===== config.mk =====
export PLATFORM = sky130hd
export DESIGN_NAME = gate_logic_unit
export DESIGN_NICKNAME = d
export VERILOG_FILES = /design/src/rtl/gate_pkg.sv /design/src/rtl/gate_bitwise.sv /design/src/rtl/gate_logic_unit.sv
export SDC_FILE = /design/constraint.sdc
export NUM_CORES = 1
export LEC_CHECK = 0
export BUFFER_PORTS_ARGS = -buffer_cell sky130_fd_sc_hd__buf_2
export CAP_MARGIN = 40
export CELL_PAD_IN_SITES_DETAIL_PLACEMENT = 1
export CELL_PAD_IN_SITES_GLOBAL_PLACEMENT = 1
export CORE_MARGIN = 2
export CORE_UTILIZATION = 35
export CTS_CLUSTER_DIAMETER = 40
export DETAILED_ROUTE_END_ITERATION = 12
export GPL_TIMING_DRIVEN = 0
export PLACE_DENSITY = 0.81
export SLEW_MARGIN = 10
export SYNTH_ARGS = -nofsm -noshare
export SYNTH_HDL_FRONTEND = slang
export SYNTH_SLANG_ARGS = --single-unit

===== constraint.sdc =====
create_clock -name clk -period 3.9 [get_ports clk]
set_input_delay 0.39 -clock clk [delete_from_list [all_inputs] [get_ports clk]]
set_output_delay 0.39 -clock clk [all_outputs]
set_load 0.01 [all_outputs]

===== src/rtl/gate_pkg.sv =====
// Shared types for the vector gate unit: operation codes and their width.
package gate_pkg;

    localparam int OP_W = 3;

    typedef enum logic [OP_W-1:0] {
        OP_AND  = 3'd0,
        OP_OR   = 3'd1,
        OP_NOT  = 3'd2,
        OP_NAND = 3'd3,
        OP_NOR  = 3'd4,
        OP_XOR  = 3'd5,
        OP_XNOR = 3'd6,
        OP_BUF  = 3'd7
    } op_e;

endpackage


===== src/rtl/gate_bitwise.sv =====
// Combinational bitwise gate function over WIDTH-bit operands.
module gate_bitwise
    import gate_pkg::*;
#(
    parameter int WIDTH = 8
) (
    input  op_e              op,
    input  logic [WIDTH-1:0] a,
    input  logic [WIDTH-1:0] b,
    output logic [WIDTH-1:0] y
);

    always_comb begin
        y = a;
        case (op)
            OP_AND:  y = a & b;
            OP_OR:   y = a | b;
            OP_NOT:  y = ~a;
            OP_NAND: y = ~(a & b);
            OP_NOR:  y = ~(a | b);
            OP_XOR:  y = a ^ b;
            OP_XNOR: y = ~(a ^ b);
            OP_BUF:  y = a;
            default: y = a;
        endcase
    end

endmodule


===== src/rtl/gate_logic_unit.sv =====
// Registered vector gate unit with valid/ready handshake and a result
// accumulator that can stand in for operand A on later beats.
module gate_logic_unit
    import gate_pkg::*;
#(
    parameter int WIDTH = 8
) (
    input  logic             clk,
    input  logic             rst,
    input  logic             in_valid,
    output logic             in_ready,
    input  logic [OP_W-1:0]  in_op,
    input  logic [WIDTH-1:0] in_a,
    input  logic [WIDTH-1:0] in_b,
    input  logic             in_acc,
    output logic             out_valid,
    input  logic             out_ready,
    output logic [WIDTH-1:0] out_data,
    output logic             out_zero,
    output logic             out_ones
);

    logic [WIDTH-1:0] acc;
    logic [WIDTH-1:0] opnd_a;
    logic [WIDTH-1:0] result;
    logic             accept;

    // Handshake: a beat transfers on a cycle where valid && ready are both 1.
    // Upstream may accept whenever the output slot is empty or being drained
    // this cycle, so in_ready depends combinationally on out_ready only.
    assign in_ready = !out_valid || out_ready;
    assign accept   = in_valid && in_ready && !rst;
    assign opnd_a   = in_acc ? acc : in_a;

    gate_bitwise #(
        .WIDTH(WIDTH)
    ) u_bitwise (
        .op(op_e'(in_op)),
        .a (opnd_a),
        .b (in_b),
        .y (result)
    );

    always_ff @(posedge clk) begin
        if (rst) begin
            out_valid <= 1'b0;
            out_data  <= '0;
            out_zero  <= 1'b1;
            out_ones  <= 1'b0;
            acc       <= '0;
        end else if (accept) begin
            out_valid <= 1'b1;
            out_data  <= result;
            out_zero  <= ~|result;
            out_ones  <= &result;
            acc       <= result;
        end else if (out_ready) begin
            out_valid <= 1'b0;
        end
    end

endmodule

==> run summary <==
Hold path depth -> 2
Post-synthesis sequential area ratio -> 15.6%
Tightest Hold Check Type -> primary input to flip-flop
Hold WS -> 0.367 ns
DR vias -> 1516
Clk_skew -> 0.00139 ns
IO Port Bufs -> 34
Die height -> 67.6 um
CTS Buffer Depth -> 2
Most frequent cells in the layout -> 39 x buf_2, 20 x inv_1, 16 x ha_1, 14 x nor2_1, 13 x nand2_1
Synthesized area -> 1420 um^2
Pwr Total -> 0.433 mW
Largest net degree at the start of global routing -> 11
CP max stage cell -> mux2i_1
Nets -> 268
Pleak -> 0.815 nW
Fin. max-slew vios -> 0
Headroom to the max-slew limit -> 67.1%
Post-DP HPWL -> 3240 um
Setup TNS -> 0 ns
# DRC -> 0
Worst vdd ir -> 0.000134 V
Number of post-CTS setup repair buffers -> 0
Die ar. -> 4570 um^2
Arrival time at the worst endpoint -> 2.50 ns
R2r worst-path depth -> 9
Vias in the first global route -> 1413
Cts-stage hold buffer count -> 0
CTS tree -> done
Period utilization -> 59.7%
Outcome -> finished clean
FMAX -> 430 MHz
Post-Syn Instances -> 189
Core area -> 3940 um^2
GP Congestion -> 0.845
Root Driver -> clkbuf_8
Share of cells above drive strength 1 -> 25.1%
Max FO, Critical Path -> 8
Clock latency at the later pin of the worst-skew pair -> 0.24 ns
Yosys top cell by area -> dfxtp_1
Setup Viol. Count Final -> 0
Minimum clock period -> 2.33 ns
First-pass GRT wire length -> 6640 um
Synthesized area per cell -> 7.49 um^2
Number of synthesis warnings -> 0
PostCTS Resize Cnt -> 0
Initial Utilization -> 35.9%
Initial DRC count -> 85
Critical path cell sequence -> buf_6 > mux2i_1 > inv_1 > ha_1 > or2_2 > a32o_1 > o32a_1 > nor4b_1 > nand3b_1 > o21ai_0
Commonest non-fill, non-tap cell in the layout -> buf_2
CTS clk-pin slew, worst paths -> 0.05 ns
Yosys top cell area share -> 15.6%
FP Rows -> 23
H-tree depth -> 1
Ports -> 36
Via density -> 5.47
Clk sink count -> 11
Yosys reg bits -> 11
Antenna fix cells -> 0
Die Width -> 67.6 um
TritonRoute pass-1 iters -> 4
Filler Cell Count -> 511
Syn_nets -> 229
Total GRT Usage -> 19.2%
Delay of the slowest critical-path stage -> 0.35 ns
Avg WL per Cell -> 14.8 um
Antenna Nets Post-Route -> 0
Max-Cap Viols -> 0
Synth cell types -> 45
Total grt overflow -> 0
Synth-to-layout area growth -> 19.6%
PwrDens -> 256 nW/um^2
CP Launch Type -> primary input
Critical path class -> primary input to flip-flop
Dominant cells by area after synthesis -> dfxtp_1 16%, ha_1 14%, mux2i_1 5.7%, inv_1 5.3%, a211oi_1 4.8%
Crit path required time -> 4.07 ns
Initial antenna violation count -> 0
RSZ-0062 raised after global routing -> false
Worst setup EP type -> flip-flop
Worst Tran Pin Value -> 0.491 ns
CTS Buf Count -> 3
Final wirelength -> 4100 um
Hold Vio Cnt, Final -> 0
## flip-flops by register name, indices dropped and copies added, names as in the netlist
register,count
out_ones,1
acc,8
out_zero,1
out_valid,1
## Yosys cell counts, drive strengths merged
cell	n
inv	21
ha	16
nor2	14
a21oi	13
nand2	13
dfxtp	11
buf	10
a211oi	9
mux2i	9
o21ai	9
mux2	8
nor2b	7
nor3	6
o22ai	6
clkbuf	4
nand3b	4
o32ai	4
nand2b	3
o31ai	3
or2	2
or4	2
a211o	1
a21boi	1
a22oi	1
a2bb2oi	1
a311oi	1
a32o	1
and2	1
nand3	1
nand4	1
nor4b	1
o211a	1
o211ai	1
o21a	1
o22a	1
o32a	1
## cells by family (layout without fill, tap and decap cells)
logic type	Yosys count	after routing	synth area share, %
compound gates	55	55	26.6
simple gates	55	55	19.6
buf+inv	35	73	10.5
mux	17	17	13.5
fa+ha+maj	16	16	14.1
flops	11	11	15.6
## path summary, 6_finish.rpt
path	startpoint	endpoint	slack, ns
setup / recovery	in_acc	out_zero$_SDFFE_PP1P_	1.57
hold / removal	rst	acc[2]$_SDFFE_PP0P_	0.37
setup reg to reg	acc[5]$_SDFFE_PP0P_	out_ones$_SDFFE_PP0P_	1.58
hold reg to reg	acc[7]$_SDFFE_PP0P_	acc[7]$_SDFFE_PP0P_	0.48
## per-layer routing
layer / wire, um / vias up / part of all wire [%] / GRT usage, %
li1: - / 753 / - / -
met1: 1940 / 736 / 47 / 25.0
met2: 2010 / 21 / 49 / 33.3
met3: 97 / 6 / 2.4 / 3.00
met4: 49 / 0 / 1.2 / 4.08
met5: 0 / - / 0 / 0
## where the power goes
part,internal (mW),switching [mW]
Clock,0.0722,0.0470
Sequential,0.121,0.00627
Combinational,0.0825,0.104
Total,0.276,0.157
## stage by stage
stage               cell area, um^2  utilization (%)  worst slack (ns)  std cells
finish                         1690             42.9              1.57        277
global placement               1650             41.8              1.37        273
floorplan                      1420                -              1.53        189
CTS                            1690             42.9              1.57        277
detailed placement             1650             41.8              1.33        273
global route                   1690             42.9              1.36        277
## critical path: cells and delay by family
family,cells,cell delay (ns)
buf+inv,2,0.21
fa+ha+maj,1,0.19
simple gates,3,0.72
mux,1,0.35
compound gates,3,0.62
## layout make-up
cell class / count / area, um^2 / area share, %
repair buffers: 34 / 170 / 10.1
well taps: 50 / 62.6 / 3.70
clock buffers: 4 / 45.0 / 2.66
plain buffers: 14 / 70.1 / 4.14
inverters: 21 / 78.8 / 4.66
multi-input cells: 143 / 1050 / 61.8
flip-flops and latches: 11 / 220 / 13.0
Power figures use the tool's default switching activity.
